<file path="config.mk">
export PLATFORM = sky130hd
export DESIGN_NAME = serial_word_shifter
export DESIGN_NICKNAME = d
export VERILOG_FILES = /design/src/rtl/pattern_pkg.sv /design/src/rtl/serial_word_shifter.sv
export SDC_FILE = /design/constraint.sdc
export NUM_CORES = 1
export LEC_CHECK = 0
export ABC_AREA = 1
export CAP_MARGIN = 20
export CORE_MARGIN = 2
export CORE_UTILIZATION = 46
export DETAILED_ROUTE_END_ITERATION = 8
export PLACE_DENSITY = 0.73
export SYNTH_ARGS = -nofsm -noshare
export SYNTH_HDL_FRONTEND = slang
export SYNTH_SLANG_ARGS = --single-unit
</file>
<file path="constraint.sdc">
create_clock -name clk -period 1.2 [get_ports clk]
set_input_delay 0.18 -clock clk [delete_from_list [all_inputs] [get_ports clk]]
set_output_delay 0.18 -clock clk [all_outputs]
set_load 0.005 [all_outputs]
</file>
<file path="src/rtl/pattern_pkg.sv">
// Shared definitions for the serial front end and the pattern recogniser:
// shifter state encoding and default word/idle-line settings.
package pattern_pkg;

    typedef enum logic {
        SH_IDLE  = 1'b0,
        SH_SHIFT = 1'b1
    } sh_state_e;

    localparam int   DEF_WIDTH    = 8;
    localparam logic DEF_IDLE_BIT = 1'b1;

endpackage

</file>
<file path="src/rtl/serial_word_shifter.sv">
// Parallel-to-serial shifter with a one-word holding register so back-to-back
// words stream gap-free; the line rests at IDLE_BIT between words.
module serial_word_shifter
    import pattern_pkg::*;
#(
    parameter int   WIDTH     = DEF_WIDTH,
    parameter bit   LSB_FIRST = 1'b0,
    parameter logic IDLE_BIT  = DEF_IDLE_BIT
) (
    input  logic             clk,
    input  logic             rst_n,
    input  logic [WIDTH-1:0] in_data,
    input  logic             in_valid,
    output logic             in_ready,
    input  logic             bit_en,
    output logic             ser_out,
    output logic             ser_valid,
    output logic             frame_done,
    output logic             busy
);

    localparam int CW = $clog2(WIDTH + 1);

    sh_state_e        r_state, w_state_nx;
    logic [WIDTH-1:0] r_shreg, w_shreg_nx;
    logic [CW-1:0]    r_bit_cnt, w_bit_cnt_nx;
    logic [WIDTH-1:0] r_hold, w_hold_nx;
    logic             r_hold_full, w_hold_full_nx;
    logic             r_ser_out, w_ser_out_nx;
    logic             r_ser_valid, w_ser_valid_nx;
    logic             r_frame_done, w_frame_done_nx;

    // First bit out of a word and what remains after it is consumed.
    logic             w_hold_first, w_shreg_first;
    logic [WIDTH-1:0] w_hold_rest, w_shreg_rest;

    assign w_hold_first  = LSB_FIRST ? r_hold[0]  : r_hold[WIDTH-1];
    assign w_shreg_first = LSB_FIRST ? r_shreg[0] : r_shreg[WIDTH-1];
    assign w_hold_rest   = LSB_FIRST ? (r_hold >> 1)  : (r_hold << 1);
    assign w_shreg_rest  = LSB_FIRST ? (r_shreg >> 1) : (r_shreg << 1);

    always_ff @(posedge clk or negedge rst_n) begin
        if (!rst_n) begin
            r_state      <= SH_IDLE;
            r_shreg      <= '0;
            r_bit_cnt    <= '0;
            r_hold       <= '0;
            r_hold_full  <= 1'b0;
            r_ser_out    <= IDLE_BIT;
            r_ser_valid  <= 1'b0;
            r_frame_done <= 1'b0;
        end else begin
            r_state      <= w_state_nx;
            r_shreg      <= w_shreg_nx;
            r_bit_cnt    <= w_bit_cnt_nx;
            r_hold       <= w_hold_nx;
            r_hold_full  <= w_hold_full_nx;
            r_ser_out    <= w_ser_out_nx;
            r_ser_valid  <= w_ser_valid_nx;
            r_frame_done <= w_frame_done_nx;
        end
    end

    always_comb begin
        w_state_nx      = r_state;
        w_shreg_nx      = r_shreg;
        w_bit_cnt_nx    = r_bit_cnt;
        w_hold_nx       = r_hold;
        w_hold_full_nx  = r_hold_full;
        w_ser_out_nx    = r_ser_out;
        w_ser_valid_nx  = r_ser_valid;
        w_frame_done_nx = 1'b0;

        // Accept only into an empty hold, so it never collides with a load below.
        if (in_valid && !r_hold_full) begin
            w_hold_nx      = in_data;
            w_hold_full_nx = 1'b1;
        end

        if (bit_en) begin
            if (r_bit_cnt != '0) begin
                w_ser_out_nx   = w_shreg_first;
                w_shreg_nx     = w_shreg_rest;
                w_bit_cnt_nx   = r_bit_cnt - CW'(1);
                w_ser_valid_nx = 1'b1;
                w_state_nx     = SH_SHIFT;
            end else if (r_hold_full) begin
                // The first bit goes straight to the line; shreg keeps the rest.
                w_ser_out_nx   = w_hold_first;
                w_shreg_nx     = w_hold_rest;
                w_bit_cnt_nx   = CW'(WIDTH - 1);
                w_ser_valid_nx = 1'b1;
                w_hold_full_nx = 1'b0;
                w_state_nx     = SH_SHIFT;
            end else begin
                w_ser_out_nx    = IDLE_BIT;
                w_ser_valid_nx  = 1'b0;
                w_state_nx      = SH_IDLE;
                w_frame_done_nx = (r_state == SH_SHIFT);
            end
        end
    end

    assign in_ready   = !r_hold_full;
    assign busy       = (r_state == SH_SHIFT) || r_hold_full;
    assign ser_out    = r_ser_out;
    assign ser_valid  = r_ser_valid;
    assign frame_done = r_frame_done;

endmodule
</file>
# == Word level (Yosys, flattened, before mapping) ==
# Index checks and enable logic that the tools add are counted.
# word_totals
register_bits,24
input_bits,12
output_inout_bits,5
# op_classes
n_addsub,1
n_mux,15
reduce_logical,6
# op_table
op,n
2-to-1 mux 8 bit,2
2-to-1 mux 1 bit,11
2-to-1 mux 4 bit,2
nonzero test 4 bit,1
subtractor 4 x 1 -> 4 bit (second input constant),1
AND reduction 2 bit,1
nonzero test 2 bit,1
logical AND 1 bit,1
logical NOT 1 bit,1
logical OR 1 bit,1

# == Longest topological paths before layout ==
# Gate-level depths: netlist of run 1.
# logic_depth
depth_word,6
mapped_depth,8

# == Worst setup path after synthesis of run 1 ==
# OpenSTA, ideal clock, no wires.
# synth_timing
path_type,register to register
startpoint,reg r_bit_cnt[0]
endpoint,reg r_shreg[6]
setup_time_ps,117
t_arrival_ps,1119
required_time_ps,1083
slack_ps,-36
path_stages_with_launch,9
n_path_buf,1
period_less_slack_ps,1236
path_cell_list,dfrtp_1 inv_1 ha_1 nand2_2 buf_6 nand2_1 o21ai_2 nand2_1 nand2_1
# synth_between
elab_chain_cells,3
# synth_rtl
element,line_no,text
start: declaration,serial_word_shifter.sv:26,"logic [CW-1:0] r_bit_cnt, w_bit_cnt_nx;"
start signal: assignment,serial_word_shifter.sv:55,r_bit_cnt <= w_bit_cnt_nx;
nonzero test 4 bit (*),serial_word_shifter.sv:81,if (r_bit_cnt != '0) begin
nonzero test 2 bit (no line),n/a,
AND reduction 2 bit (no line),n/a,
end signal: assignment,serial_word_shifter.sv:54,r_shreg <= w_shreg_nx;
end: declaration,serial_word_shifter.sv:25,"logic [WIDTH-1:0] r_shreg, w_shreg_nx;"
# Mark *: on every way between the ends. The rest lies on a longest branch, timed or not.
# A chain may end at the register's enable or synchronous reset.

# == Final worst setup path of run 1 ==
# layout_timing
startpoint,reg r_bit_cnt[0]
endpoint,reg r_shreg[3]
# The elaborated chain is that of the path after synthesis.

==> results of run 1 <==
[final cells by class]
cell class / count / area (sq um) / share of cell area [%]
Clock buffer: 4 / 26.3 / 1.68
Inverter: 14 / 55.1 / 3.53
Multi-Input combinational cell: 79 / 502 / 32.2
Sequential cell: 23 / 577 / 37.0
Tap cell: 28 / 35.0 / 2.25
Timing Repair Buffer: 40 / 365 / 23.4
[critical path, stage by stage, from the launching register on]
cell and delay, ps:
dfrtp_1 420, inv_2 90, ha_4 180, nand2_4 90, buf_6 150, nand2_2 60
nand2_2 50, nand2_1 50, nand2_1 50
[through the flow]
step | instances | hold slack [ps]
floorplan | 118 | -116
global placement | 174 | 463
detailed placement | 174 | 465
CTS | 187 | 207
global route | 188 | 200
finish | 188 | 204
[layer usage]
| layer | wire length, microns | vias to the layer above | global-route usage (%) |
|---|---|---|---|
| li1 | - | 456 | - |
| met1 | 985 | 422 | 23.4 |
| met2 | 1280 | 17 | 35.2 |
| met3 | 79 | 4 | 4.02 |
| met4 | 41 | 0 | 8.77 |
| met5 | 0 | - | 0 |
[timing repair]
| action | 4_1_cts | 5_1_grt |
|---|---|---|
| resized for setup | 25 | 26 |
| setup buffers | 8 | 1 |
| setup endpoints to repair | 15 | 18 |
| cloned | 1 | 0 |
| pin swaps | 3 | 10 |
[power by group through the flow]
stage | logic [mW] | clock network, mW | registers (mW)
2_1_floorplan | 0.842 | 0 | 1.23
4_1_cts | 1.59 | 0.367 | 1.25
3_5_place_dp | 1.39 | 0 | 1.24
3_3_place_gp | 1.32 | 0 | 1.23
5_1_grt | 1.97 | 0.394 | 1.30
6_report | 1.78 | 0.356 | 1.28
[state kept, by name (all words and copies together) (netlist names)]
register / cells
r_hold: 8
r_shreg: 7
r_bit_cnt: 4
frame_done: 1
r_hold_full: 1
ser_out: 1
ser_valid: 1
[how the worst max path moves through the flow]
stage                                to  cells after the start                      from  slack [ps]
2_1_floorplan    r_shreg[6]$_DFFE_PN0P_                      8  r_bit_cnt[0]$_DFFE_PN0P_          20
3_3_place_gp     r_shreg[5]$_DFFE_PN0P_                      7  r_bit_cnt[0]$_DFFE_PN0P_         -90
3_5_place_dp     r_shreg[3]$_DFFE_PN0P_                      7  r_bit_cnt[0]$_DFFE_PN0P_        -130
4_1_cts        r_bit_cnt[0]$_DFFE_PN0P_                      6  r_bit_cnt[0]$_DFFE_PN0P_         -30
5_1_grt        r_bit_cnt[3]$_DFFE_PN0P_                      7  r_bit_cnt[0]$_DFFE_PN0P_         -70
6_report         r_shreg[3]$_DFFE_PN0P_                      8  r_bit_cnt[0]$_DFFE_PN0P_         -30
[placed cells by master (no fill, tap or decap), types with 2 or more instances in the layout]
master	count
a21oi_1	5
buf_2	2
buf_4	16
buf_6	6
clkbuf_4	3
clkdlybuf4s50_1	11
dfrtp_1	22
dlygate4sd2_1	2
inv_1	9
inv_2	4
mux2_2	3
nand2_1	25
nand2_2	13
nand2_4	3
nand3_1	4
nor2_1	7
o21ai_0	2
o21ai_1	3
o21ai_2	7
[logic make-up (layout without fill, tap and decap cells)]
group	after synthesis	after routing
DFF	23	23
buffers and inverters	17	58
muxes	3	3
and+or+nand+nor	56	57
xor gates and xnor gates	1	1
AOI/OAI and AO/OA	17	17
adders and majority gates	1	1
==> impl_metrics.csv, run 1 <==
group,metric,value,unit
outcome,status,"complete, but fails checks",
outcome,failed_checks,"negative setup slack",
floorplan,start_util,48.3,%
yosys,synthCells,118,
yosys,syn_nets,131,
final_layout,drive_above_1_share,42.5,%
timing,setup_viol,9,
floorplan,rows,17,
detailed_routing,drtPass1Iterations,4,
final_layout,nets,174,
floorplan,chipWidth,51.9,microns
yosys,ys_top_cells_by_count,"38 x nand2_1, 22 x dfrtp_1, 13 x inv_1",
timing,fmax,815,MHz
floorplan,core,0.00219,sq mm
placed_design,place_ws,-134,ps
critical_path,reg2reg_from,"r_bit_cnt[0]$_DFFE_PN0P_",
clock_tree,cts_inserted_buffers,3,
placed_design,portBuffers,16,
yosys,syn_avg_cell_area,8.96,sq um
timing,fin_skew,6.09,ps
yosys,synth-simple-area-share,23.2,%
critical_path,r2r_setup_slack,-30,ps
floorplan,dieArea,0.00270,sq mm
clock_tree,clk_pin_slew_worst_paths,120,ps
final_layout,area_growth,47.6,%
timing,tns,-191,ps
detailed_routing,wl,2.39,mm
critical_path,worstPathMaxFanout,5,
final_layout,diodes,0,
clock_tree,cts_root_buf,"clkbuf_4",
detailed_routing,via_per_inst,4.78,
timing,setup_slack,-27.4,ps
critical_path,end_kind,"flip-flop",
power,p_int,2.11,mW
yosys,synth-compound-area-share,9.47,%
power,seqPwrFrac,37.5,%
placed_design,gp_congestion,0.800,
critical_path,crit_type,"reg2reg",
power,finalPower,3.42,mW
global_routing,overflow,0,
clock_tree,htreeDepth,1,
yosys,synth_top_family_by_area,"simple AND/OR/NAND/NOR gates",
yosys,synth_top_area_share,52.1,%
yosys,yosysTopAreaCell,"dfrtp_1",
detailed_routing,routedWlPerCell,12.7,microns
final_layout,n_fill_cell,177,
power,ir_worst_vdd,1380,uV
critical_path,critPathLaunchType,"flip-flop",
yosys,synth.most_common_cell,"nand2_1",
clock_tree,cts_tree,"done",
power,clkPwrFrac,10.4,%
clock_tree,clk_path_buf_depth,2,
yosys,synth-seq-area-share,54.6,%
critical_path,worstPathArrival,1440,ps
timing,min_period,1230,ps
yosys,ys_types,21,
timing,slew_violations,0,
yosys,synth_fa_ha_area_share,1.18,%
timing,rsz0062_at_grt,"yes",
floorplan,num_io_pins,17,
critical_path,required,1410,ps
power,p_sw,1.30,mW
detailed_routing,final_antenna_net_count,0,
yosys,yosys_register_bits,23,
detailed_routing,dr.first_iter.drc_count,18,
timing,timing.slew.headroom,80.1,%
clock_tree,clkLatencyLatePin,310,ps
power,p_leak,0.778,nW
detailed_routing,drc,0,
power,sw_frac_of_total,38.1,%
global_routing,grt.total_usage,20.0,%
timing,worst_pin_slew,297,ps
yosys,synth_xor_area_share,0.828,%
global_routing,antenna_found_initial,0,
global_routing,grt_pass1_wl,3.97,mm
yosys,async_flop_share,100,%
placed_design,dp_hpwl,1.45,mm
final_layout,fin_util,71.2,%
timing,period_share,102,%
floorplan,die_h,51.9,microns
critical_path,r2r_cells,8,
worst_hold_path,hold_class,"in2async",
yosys,ys_warn_count,0,
detailed_routing,route.vias.total,899,
critical_path,r2r_end,"r_shreg[3]$_DFFE_PN0P_",
final_layout,design_area,0.00156,sq mm
global_routing,grt_max_degree,24,
yosys,synth_edf_count,0,
clock_tree,cts-hold-fix-buffers,0,
yosys,synth.cell_area,0.00106,sq mm
yosys,ys_top_cells_by_area,"dfrtp_1 52%, nand2_1 13%, inv_1 4.6%",
power,combPwrFrac,52.1,%
power,power.density,2190,mW/mm^2
yosys,synth_mux_area_share,3.20,%
run,cap_violations,0,
yosys,synth-main-ff-cell,"dfrtp_1",
clock_tree,clkSinkCount,23,
global_routing,grt_pass1_vias,953,
placed_design,place_area,0.00136,sq mm
timing,hold_viol,0,
Power figures use the tool's default switching activity.
==> run 2: changes to the inputs <==
Settings changed: CORE_UTILIZATION 46 to 45, PLACE_DENSITY 0.73 to 0.72, SLEW_MARGIN set to 30.
==> run 2 against run 1 <==
The run still ends with negative setup slack left. Non-clock buffer count decreased by 2. Clock skew decreased by 1.7 ps. Clock power about the same.
==> impl_metrics.csv, run 2 (synthesis gave the netlist of run 1 again) <==
group,metric,value,unit
timing,timing.slew.headroom,82.0,%
timing,worst_pin_slew,269,ps
critical_path,reg2reg_from,"r_bit_cnt[1]$_DFFE_PN0P_",
clock_tree,cts_inserted_buffers,3,
critical_path,max_stage_delay,420,ps
final_layout,largest_reg_flops,8,
placed_design,dp.cells,176,
global_routing,grt_max_degree,16,
final_layout,area_growth,50.1,%
clock_tree,cts_tree,"done",
global_routing,overflow,0,
final_layout,largestRegisters,"r_hold (8), r_shreg (7), r_bit_cnt (4)",
global_routing,grt.total_usage,19.8,%
global_routing,antenna_found_initial,0,
floorplan,rows,17,
detailed_routing,wl,2.16,mm
final_layout,layout_common_cells,"22 x nand2_1, 22 x dfrtp_1, 16 x nand2_2",
final_layout,instances_no_fill,186,
floorplan,chipWidth,52.5,microns
power,power.density,2230,mW/mm^2
clock_tree,clkLatencyLatePin,310,ps
timing,min_period,1270,ps
critical_path,crit_type,"reg2reg",
timing,period_share,106,%
timing,slew_violations,0,
detailed_routing,routedWlPerCell,11.6,microns
placed_design,place_ws,-127,ps
timing,setup_viol,13,
outcome,failed_checks,"negative setup slack",
timing,fin_skew,4.37,ps
critical_path,critPathLaunchType,"flip-flop",
critical_path,crit_chain,"inv_2 -> ha_4 -> nand3_4 -> nand2_8 -> buf_12 -> nand2_2 -> o21ai_1",
critical_path,r2r_end,"r_bit_cnt[2]$_DFFE_PN0P_",
clock_tree,cts_root_buf,"clkbuf_4",
critical_path,slowest_stage,"dfrtp_1",
detailed_routing,dr.first_iter.drc_count,7,
timing,hold_viol,0,
worst_hold_path,hold_class,"in2async",
clock_tree,htreeDepth,1,
timing,holdWs,174,ps
power,finalPower,3.54,mW
detailed_routing,drtPass1Iterations,4,
floorplan,dieArea,0.00275,sq mm
clock_tree,clkSinkCount,23,
floorplan,die_h,52.5,microns
timing,setup_slack,-70.9,ps
clock_tree,clk_pin_slew_worst_paths,120,ps
placed_design,dp_hpwl,1.53,mm
run,cap_violations,0,
power,p_leak,0.764,nW
final_layout,drive_above_1_share,42.4,%
final_layout,fin_util,71.7,%
floorplan,core,0.00221,sq mm
detailed_routing,final_antenna_net_count,0,
global_routing,grt_pass1_vias,906,
outcome,status,"complete, but fails checks",
placed_design,gp_congestion,0.793,
clock_tree,clk_path_buf_depth,2,
floorplan,start_util,47.8,%
critical_path,cp.buffers_inverters,2,
detailed_routing,drc,0,
power,ir_worst_vdd,1410,uV
critical_path,worstPathArrival,1520,ps
floorplan,num_io_pins,17,
final_layout,diodes,0,
final_layout,nets,172,
critical_path,r2r_cells,7,
timing,rsz0062_at_grt,"yes",
placed_design,portBuffers,16,
critical_path,crit_family,"flip-flops",
critical_path,worstPathMaxFanout,8,
critical_path,end_kind,"flip-flop",
detailed_routing,route.vias.total,878,
detailed_routing,via_per_inst,4.72,
critical_path,required,1440,ps
critical_path,r2r_setup_slack,-70,ps
timing,fmax,787,MHz
global_routing,grt_pass1_wl,3.88,mm
final_layout,largest_register,"r_hold",
==> run 2: cell types whose count changed in the layout (fill, tap and decap cells not counted), moves of 2 or more <==
cell,previous run,this run
nand2_1,25,22
buf_4,16,13
o21ai_1,3,5
nand2_4,3,1
nand2_2,13,16
nand2_8,1,3
o21ai_2,7,5
==> run 2: area by class of cell <==
cell class | instances | area [sq um]
fill | 163 | 626
sequential | 23 | 577
multi-input combinational | 79 | 528
timing repair buffer | 38 | 360
inverter | 14 | 60.1
tap | 28 | 35.0
clock buffer | 4 | 26.3
==> run 2: repair_timing <==
item,in CTS,in global routing
cloned,1,0
gates resized for setup,45,10
setup endpoints to repair,19,18
hold buffers,0,0
setup buffers,5,0
pin swaps,9,8
==> run 2: layer usage <==
layer / wire length, microns / global-route usage (%) / share of wire, %
met1: 980 / 23.2 / 45
met2: 1080 / 35.0 / 50
met3: 55 / 3.43 / 2.6
met4: 40 / 8.97 / 1.9
met5: 0 / 0 / 0
==> run 2: how the worst max path moves through the flow <==
stage	slack, ps	cells after the start	from	endpoint
floorplan	20	8	r_bit_cnt[0]$_DFFE_PN0P_	r_shreg[6]$_DFFE_PN0P_
global placement	-70	6	bit_en	r_hold_full$_DFF_PN0_
detailed placement	-130	6	bit_en	r_hold_full$_DFF_PN0_
CTS	-60	7	r_bit_cnt[0]$_DFFE_PN0P_	r_bit_cnt[3]$_DFFE_PN0P_
global route	-150	7	r_bit_cnt[0]$_DFFE_PN0P_	r_bit_cnt[1]$_DFFE_PN0P_
finish	-70	7	r_bit_cnt[1]$_DFFE_PN0P_	r_bit_cnt[2]$_DFFE_PN0P_
==> run 2: report_power, final <==
part           total, mW  switching [mW]  internal [mW]
Combinational       1.91           0.939          0.967
Sequential          1.28           0.191           1.09
Clock              0.357           0.227          0.130
==> run 2: stage by stage <==
stage / TNS (ps) / instance area (sq um)
final: -450 / 1590
after global routing: -1500 / 1590
after CTS: -501 / 1570
after detailed placement: -807 / 1380
after global placement: -332 / 1380
after floorplan: 0 / 1070
==> run 3: changes to the inputs <==
Settings changed: SETUP_SLACK_MARGIN set to 0.15.
==> run 3 against run 2 <==
The run still ends with negative setup slack left. Register-to-register slack gained 60 ps. Count of clock-buffer cells in the layout shrank 1. Sequential share of layout area grew 1.6 points. Combinational power shrank 13%. Die area is the same. First-iteration DRC count grew 57%. Clock skew is essentially flat. Non-clock buffer count shrank 4. Via count shrank 1.9%. Setup slack gained 34 ps. Fmax grew 2.7%. Final area shrank 4.3%. Critical path type is now reg2out. Largest cell class unchanged. Highest routed layer unchanged.
==> impl_metrics.csv, run 3 (synthesis gave the netlist of run 1 again) <==
group,metric,value,unit
power,sw_frac_of_total,37.8,%
floorplan,start_util,47.8,%
timing,timing.slew.headroom,83.8,%
clock_tree,cts-hold-fix-buffers,0,
timing,setup_slack,-37.2,ps
outcome,status,"complete, but fails checks",
placed_design,place_area,0.00137,sq mm
floorplan,chipWidth,52.5,microns
final_layout,drive_above_1_share,36.4,%
timing,min_period,1240,ps
timing,slew_violations,0,
power,ir_worst_vdd,1590,uV
global_routing,antenna_found_initial,0,
power,clkPwrFrac,11.0,%
detailed_routing,drtPass1Iterations,4,
power,combPwrFrac,50.8,%
timing,rsz0062_at_grt,"yes",
timing,fin_skew,4.54,ps
timing,worst_pin_slew,242,ps
detailed_routing,drc,0,
detailed_routing,route.vias.total,861,
floorplan,die_h,52.5,microns
placed_design,place_ws,-55.2,ps
detailed_routing,wl,2.18,mm
timing,hold_viol,0,
floorplan,core,0.00221,sq mm
global_routing,grt_pass1_wl,3.77,mm
floorplan,num_io_pins,17,
clock_tree,clk_pin_slew_worst_paths,130,ps
final_layout,final_common_cell,"nand2_1",
clock_tree,clk_path_buf_depth,2,
floorplan,rows,17,
clock_tree,cts_inserted_buffers,3,
placed_design,dp_hpwl,1.45,mm
power,p_int,2.05,mW
detailed_routing,final_antenna_net_count,0,
final_layout,design_area,0.00152,sq mm
detailed_routing,dr.first_iter.drc_count,11,
clock_tree,clkSinkCount,23,
placed_design,gp_congestion,0.741,
detailed_routing,routedWlPerCell,12.0,microns
worst_hold_path,hold_class,"in2async",
critical_path,crit_type,"reg2out",
timing,fmax,808,MHz
power,seqPwrFrac,38.2,%
critical_path,worstPathMaxFanout,3,
floorplan,dieArea,0.00275,sq mm
final_layout,largestRegisters,"r_hold (8), r_shreg (7), r_bit_cnt (4)",
clock_tree,cts_root_buf,"clkbuf_4",
final_layout,nets,168,
detailed_routing,via_per_inst,4.73,
power,power.density,2170,mW/mm^2
global_routing,overflow,0,
timing,setup_viol,7,
critical_path,required,1020,ps
timing,tns,-71.9,ps
power,finalPower,3.29,mW
final_layout,largest_reg_flops,8,
critical_path,worstPathArrival,1060,ps
run,cap_violations,0,
critical_path,reg2reg_from,"r_hold_full$_DFF_PN0_",
global_routing,grt_pass1_vias,908,
clock_tree,htreeDepth,1,
global_routing,grt.total_usage,19.0,%
final_layout,area_growth,43.6,%
final_layout,layout_common_cells,"35 x nand2_1, 22 x dfrtp_1, 13 x buf_4",
critical_path,critPathLaunchType,"flip-flop",
final_layout,diodes,0,
clock_tree,clkLatencyLatePin,310,ps
timing,period_share,103,%
clock_tree,cts_tree,"done",
critical_path,setup.worst_path.start,"r_hold_full$_DFF_PN0_",
power,p_sw,1.25,mW
power,p_leak,0.744,nW
critical_path,end_kind,"output pin",
placed_design,portBuffers,16,
global_routing,grt_max_degree,24,
outcome,failed_checks,"negative setup slack",
final_layout,largest_register,"r_hold",
-- run 3: layer usage --
metal	track usage, %	up-vias	wire length [microns]
li1	-	444	-
met1	22.7	400	980
met2	33.3	13	1100
met3	2.86	4	61
met4	8.97	0	33
met5	0	-	0
-- run 3: power by group through the flow --
stage	Clock, mW	Combinational (mW)	Sequential, mW
after global routing	0.404	1.86	1.30
final	0.361	1.67	1.26
after floorplan	0	0.907	1.25
after detailed placement	0	1.38	1.27
after global placement	0	1.34	1.25
after CTS	0.373	1.60	1.25
-- run 3: worst max-delay path: stages (launching register included) --
cell and delay, ps:
dfrtp_1 410, inv_2 70, buf_6 110, nand2_2 40, buf_2 120
-- run 3: final cells by class --
type                    count  area (sq um)
inverters                  14          57.6
fillers                   176           694
repair buffers             34           304
well taps                  28          35.0
multi-input cells          79           517
flip-flops and latches     23           577
clock buffers               3          22.5
clock inverters             1          5.00
-- run 3: final timing paths --
kind                                                to  slack (ps)  cells past startpoint
worst max register to register  r_shreg[4]$_DFFE_PN0P_         -10                      8
min in group clk                 r_hold[1]$_DFFE_PN0P_         410                      3
worst max-delay path                              busy         -40                      4
worst min register to register  r_shreg[7]$_DFFE_PN0P_         500                      2
max in group asynchronous          ser_out$_DFFE_PN1P_         790                      2
worst min-delay path              frame_done$_DFF_PN0_         190                      2
-- run 3: what timing repair did --
| action | in CTS | in global routing |
|---|---|---|
| gates resized for setup | 35 | 9 |
| gates cloned | 0 | 1 |
| endpoints found under the setup margin | 22 | 27 |
| buffers inserted | 4 | 1 |
| pin swaps | 3 | 2 |
-- run 3: per-stage QoR --
stage	hold slack (ps)	util, %	instances
after floorplan	-116	-	118
after global placement	462	61.8	172
after detailed placement	473	61.8	172
after CTS	183	66.6	180
after global routing	196	68.6	182
final	188	68.6	182
